## src/rtl/mem_arb_pkg.sv

```systemverilog
// Shared types and constants for the unified-memory data-port arbiter.
// The request struct is sized for a 32-bit word and a 32-bit byte address.
package mem_arb_pkg;

    localparam int MEM_ADDR_WIDTH = 32;
    localparam int MEM_DATA_WIDTH = 32;

    localparam logic [3:0] WIDTH_BYTE = 4'd1;
    localparam logic [3:0] WIDTH_HALF = 4'd2;
    localparam logic [3:0] WIDTH_WORD = 4'd4;

    typedef enum logic [1:0] {
        IDLE,
        ISSUE,
        WAIT,
        RESP
    } arb_state_t;

    typedef struct packed {
        logic [MEM_ADDR_WIDTH-1:0] addr;
        logic                      we;
        logic [3:0]                width;
        logic [MEM_DATA_WIDTH-1:0] wdata;
    } mem_req_t;

endpackage

```

## src/rtl/rr_arbiter2.sv

```systemverilog
// Two-input round-robin picker; a tie goes to the port that did not win last.
// Kept generic so the instruction port can reuse it.
module rr_arbiter2
    import mem_arb_pkg::*;
(
    input  logic       clk,
    input  logic       reset,
    input  logic [1:0] valid,
    input  logic       advance,
    output logic [1:0] grant
);

    logic last_grant;

    always_comb begin
        grant = 2'b00;
        case (valid)
            2'b01:   grant = 2'b01;
            2'b10:   grant = 2'b10;
            2'b11:   grant = last_grant ? 2'b01 : 2'b10;
            default: grant = 2'b00;
        endcase
    end

    // Reset value 1 makes port 0 win the first tie.
    always_ff @(posedge clk) begin
        if (reset) begin
            last_grant <= 1'b1;
        end else if (advance && (grant != 2'b00)) begin
            last_grant <= grant[1];
        end
    end

endmodule

```

## src/rtl/data_port_arbiter.sv

```systemverilog
// Round-robin arbiter sharing the memory data port between the LSU (port 0)
// and the debug/loader master (port 1). Optional grant counters: DATA_PORT_ARB_PERF_CNT_EN.
module data_port_arbiter
    import mem_arb_pkg::*;
#(
    parameter int DATA_WIDTH = MEM_DATA_WIDTH,
    parameter int ADDR_WIDTH = MEM_ADDR_WIDTH,
    parameter int RD_LATENCY = 1
) (
    input  logic                  clk,
    input  logic                  reset,

    input  logic                  r0_valid,
    output logic                  r0_ready,
    input  logic [ADDR_WIDTH-1:0] r0_addr,
    input  logic                  r0_we,
    input  logic [3:0]            r0_width,
    input  logic [DATA_WIDTH-1:0] r0_wdata,
    output logic                  r0_resp_valid,
    output logic [DATA_WIDTH-1:0] r0_rdata,

    input  logic                  r1_valid,
    output logic                  r1_ready,
    input  logic [ADDR_WIDTH-1:0] r1_addr,
    input  logic                  r1_we,
    input  logic [3:0]            r1_width,
    input  logic [DATA_WIDTH-1:0] r1_wdata,
    output logic                  r1_resp_valid,
    output logic [DATA_WIDTH-1:0] r1_rdata,

`ifdef DATA_PORT_ARB_PERF_CNT_EN
    output logic [31:0]           grant_cnt0,
    output logic [31:0]           grant_cnt1,
`endif

    output logic [ADDR_WIDTH-1:0] mem_addr,
    output logic                  mem_we,
    output logic [3:0]            mem_width,
    output logic [DATA_WIDTH-1:0] mem_wdata,
    input  logic [DATA_WIDTH-1:0] mem_rdata
);

    arb_state_t            state;
    arb_state_t            next_state;
    mem_req_t              issue_q;
    mem_req_t              req0;
    mem_req_t              req1;
    logic                  issue_port;
    logic [1:0]            wait_cnt;
    logic [DATA_WIDTH-1:0] rdata_q;
    logic [1:0]            valid;
    logic [1:0]            grant;
    logic                  accept_en;

    assign valid     = {r1_valid, r0_valid};
    assign accept_en = (state == IDLE) && !reset;
    assign req0      = '{addr: r0_addr, we: r0_we, width: r0_width, wdata: r0_wdata};
    assign req1      = '{addr: r1_addr, we: r1_we, width: r1_width, wdata: r1_wdata};

    rr_arbiter2 u_rr (
        .clk     (clk),
        .reset   (reset),
        .valid   (valid),
        .advance (accept_en),
        .grant   (grant)
    );

    always_comb begin
        next_state = state;
        case (state)
            IDLE:    if (valid != 2'b00) next_state = ISSUE;
            ISSUE:   next_state = (issue_q.we || (RD_LATENCY == 0)) ? RESP : WAIT;
            WAIT:    if (wait_cnt == 2'd0) next_state = RESP;
            RESP:    next_state = IDLE;
            default: next_state = IDLE;
        endcase
    end

    // Reset gates every strobe combinationally so a write issued in the
    // reset cycle never reaches memory and no response escapes.
    always_comb begin
        r0_ready      = accept_en && grant[0];
        r1_ready      = accept_en && grant[1];
        mem_addr      = issue_q.addr;
        mem_width     = issue_q.width;
        mem_wdata     = issue_q.wdata;
        mem_we        = (state == ISSUE) && issue_q.we && !reset;
        r0_resp_valid = (state == RESP) && !issue_port && !reset;
        r1_resp_valid = (state == RESP) && issue_port && !reset;
        r0_rdata      = r0_resp_valid ? rdata_q : '0;
        r1_rdata      = r1_resp_valid ? rdata_q : '0;
    end

    always_ff @(posedge clk) begin
        if (reset) begin
            state      <= IDLE;
            issue_q    <= '0;
            issue_port <= 1'b0;
            wait_cnt   <= 2'd0;
            rdata_q    <= '0;
        end else begin
            state <= next_state;
            if ((state == IDLE) && (valid != 2'b00)) begin
                issue_q    <= grant[1] ? req1 : req0;
                issue_port <= grant[1];
            end
            if (state == ISSUE) begin
                wait_cnt <= 2'(RD_LATENCY - 1);
            end else if (state == WAIT) begin
                wait_cnt <= wait_cnt - 2'd1;
            end
            // Read data is valid at the memory in the last cycle before RESP.
            if (next_state == RESP) begin
                rdata_q <= issue_q.we ? '0 : mem_rdata;
            end
        end
    end

`ifdef DATA_PORT_ARB_PERF_CNT_EN
    always_ff @(posedge clk) begin
        if (reset) begin
            grant_cnt0 <= 32'd0;
            grant_cnt1 <= 32'd0;
        end else begin
            if (r0_ready && (grant_cnt0 != 32'hFFFF_FFFF)) grant_cnt0 <= grant_cnt0 + 32'd1;
            if (r1_ready && (grant_cnt1 != 32'hFFFF_FFFF)) grant_cnt1 <= grant_cnt1 + 32'd1;
        end
    end
`endif

endmodule

```

## config.mk

```make
export PLATFORM = sky130hd
export DESIGN_NAME = data_port_arbiter
export DESIGN_NICKNAME = d
export VERILOG_FILES = /design/src/rtl/mem_arb_pkg.sv /design/src/rtl/rr_arbiter2.sv /design/src/rtl/data_port_arbiter.sv
export SDC_FILE = /design/constraint.sdc
export NUM_CORES = 1
export LEC_CHECK = 0
export CAP_MARGIN = 25
export CELL_PAD_IN_SITES_DETAIL_PLACEMENT = 1
export CELL_PAD_IN_SITES_GLOBAL_PLACEMENT = 1
export CORE_ASPECT_RATIO = 0.8
export CORE_MARGIN = 2
export CORE_UTILIZATION = 29
export CTS_CLUSTER_DIAMETER = 30
export DETAILED_ROUTE_END_ITERATION = 8
export PLACE_DENSITY = 0.95
export SLEW_MARGIN = 20
export SYNTH_ARGS = -nofsm -noshare
export SYNTH_HDL_FRONTEND = slang
export SYNTH_SLANG_ARGS = --single-unit
```

## constraint.sdc

```tcl
create_clock -name clk -period 4.37 [get_ports clk]
set_input_delay 0.6555 -clock clk [delete_from_list [all_inputs] [get_ports clk]]
set_output_delay 0.6555 -clock clk [all_outputs]
set_load 0.1 [all_outputs]
```

==> flow_summary.json <==
{
  "post-cts-setup-buffers": 0,
  "clockBufferDepth": 2,
  "first_iter_violations": 281,
  "end_kind": "output pin",
  "crit_chain": "inv_1 > ha_1 > nand2_1 > nor2_1 > clkdlybuf4s50_1",
  "place_congestion": 0.785,
  "cts_num_sinks": 107,
  "core_area_mm2": 0.0190,
  "portBuffers": 310,
  "die_height_um": 129,
  "wirelength_um": 19100,
  "layout.cells.most_common": "clkdlybuf4s50_1",
  "die-area_mm2": 0.0205,
  "hold-worst-slack_ns": 0.489,
  "cap_violations": 0,
  "grt_remaining_overflow": 0,
  "dpl.cell_count": 1157,
  "min-delay-start": "issue_port",
  "required_ns": 3.71,
  "grt_max_degree": 103,
  "grt_use_met2_pct": 31.8,
  "fin_crit_sh_pct": 68.3,
  "htree_levels": 3,
  "hold_viol": 0,
  "worst_slew_pin_slew_ns": 1.02,
  "cts.repair.resized": 0,
  "holdPathStages": 2,
  "numCtsBuffers": 9,
  "cp_slowest_cell": "clkdlybuf4s50_1",
  "syn_nets": 883,
  "dpl_cell_area_mm2": 0.00819,
  "wl_per_cell_um": 16.3,
  "max_freq_mhz": 335,
  "grt_pass1_wl_um": 29800,
  "drtPass1Iterations": 4,
  "critical_path.max_stage_delay_ns": 1.14,
  "viasPerCell": 4.71,
  "r2r_cells": 6,
  "ys_warn_count": 0,
  "grt_pass1_vias": 5599,
  "diodes": 0,
  "syn_inst": 703,
  "relSlewSlack_pct": 31.8,
  "rsz0062_at_grt": "false",
  "ctsHoldBuffers": 0,
  "hpwl_um": 14300,
  "drc": 0,
  "power_density_mw_per_mm2": 675,
  "layout-drive-gt1-share_pct": 10.9,
  "worstSetupPathType": "register to output pin",
  "crit_arrival_ns": 2.33,
  "crit_path_max_fanout": 4,
  "holdPathEnd": "issue_port",
  "area_growth_pct": 51.7,
  "gr-usage-met1_pct": 21.1,
  "seq_area_frac_synth_pct": 38.1,
  "die_w_um": 160,
  "ios": 311,
  "rows": 45,
  "globalRouteTotalUtil_pct": 17.9,
  "reg2reg_to": "mem_wdata[18]",
  "ant_nets": 0,
  "use_met3_pct": 5.83,
  "vias": 5528,
  "top_usage_layer": "met2",
  "finalSetupViolations": 0,
  "outcome": "finished clean",
  "syn_area_per_cell_um2": 8.00,
  "r2r_slack_ns": 2.06,
  "cts_tree": "done",
  "final_area_mm2": 0.00853,
  "final_net_count": 1091,
  "ir_drop_mv": 0.337,
  "mostFrequentLayoutCells": "clkdlybuf4s50_1, nand2_1, dfxtp_1, buf_4, nor2_1",
  "drv_slew": 0,
  "hold_class": "register to register",
  "ys_ff_latch": 107,
  "period_needed_ns": 2.98,
  "initial_core_util_pct": 29.6,
  "synth_cell_types": 30,
  "fin_setup_tns_ns": 0,
  "skew_ns": 0.00893,
  "worstSetupStartpointType": "register",
  "clk_pin_slew_ns": 0.07,
  "cts-root-buf": "clkbuf_16",
  "insertion_delay_ns": 0.34,
  "antenna_found_initial": 0,
  "timing.rr.start": "state[0]",
  "synthesis.area_mm2": 0.00563,
  "final_cells": 1173,
  "p_leak_nw": 3.55
}
## worst max-delay path by stage
stage                   from            to  cells past startpoint
finish              state[1]        mem_we                      5
global route        state[0]  r1_rdata[24]                      4
CTS                 state[1]        mem_we                      5
detailed placement  r1_valid      r0_ready                      5
global placement    r0_valid      r0_ready                      5
floorplan              reset      r0_ready                      4
## per-layer routing
layer	part of all wire [%]	up-vias
li1	-	2679
met1	42	2633
met2	49	192
met3	7.4	24
met4	1.9	0
met5	0	-
## state kept, by name, indices dropped and copies added (netlist names)
register	cells
mem_addr	32
issue_q	1
rdata_q	32
mem_wdata	32
issue_port	1
state	2
u_rr.last_grant	1
mem_width	4
wait_cnt	2
## worst max-delay path: cells and delay by family (launching register included)
family        cells  cell delay [ns]
fa+ha+maj         1             0.23
buf+inv           2             1.24
simple gates      2             0.19
flops             1             0.33
## synthesized netlist by cell type
library cell	count	area share [%]
xnor2_1	1	0.16
buf_8	3	0.80
a311oi_1	69	11
o211ai_4	1	0.38
a21oi_1	2	0.18
nor3_1	2	0.18
or2_2	1	0.11
dfxtp_1	107	38
o21a_1	2	0.27
and2_1	64	7.1
o21ai_0	2	0.18
mux2i_1	32	5.7
nor2_1	74	4.9
buf_1	2	0.13
and3b_1	1	0.16
a31oi_1	1	0.11
a21bo_2	1	0.18
inv_1	4	0.27
nand2b_1	32	3.6
clkbuf_1	27	1.8
a2111oi_0	1	0.16
nor3b_1	1	0.13
buf_2	20	1.8
a21o_1	1	0.13
a21boi_2	1	0.20
ha_1	6	1.3
nor2b_1	1	0.11
buf_4	70	9.3
nand2_1	173	12
or4b_4	1	0.24
## final cells by class
cell class	instances	area, um2
Clock buffer	11	243
Timing Repair Buffer	319	3020
Tap cell	258	323
Fill cell	2268	10400
Multi-Input combinational cell	470	2710
Inverter	4	15.0
Clock inverter	4	75.1
Sequential cell	107	2140
## logic make-up (layout without fill, tap and decap cells)
logic type,count (synthesis),after routing,synth area share [%]
fa+ha+maj,6,6,1.33
compound gates,81,81,12.5
xor+xnor,1,1,0.156
simple gates,350,350,28.1
flops,107,107,38.1
buf+inv,126,338,14.1
mux,32,32,5.69
## stage by stage
stage	power, W	worst slack [ns]	util (%)
after global routing	0.00605	1.18	45.0
after floorplan	0.00439	0.448	-
after detailed placement	0.00492	1.41	43.2
after CTS	0.00582	1.35	44.9
after global placement	0.00483	1.37	43.2
final	0.00576	1.39	45.0
## power breakdown
part	switching [W]	total [W]	leakage, nW	internal (W)
Sequential	0.000210	0.00153	0.883	0.00132
Combinational	0.00244	0.00335	2.52	0.000913
Clock	0.000366	0.000882	0.148	0.000516
Power figures use the tool's default switching activity.
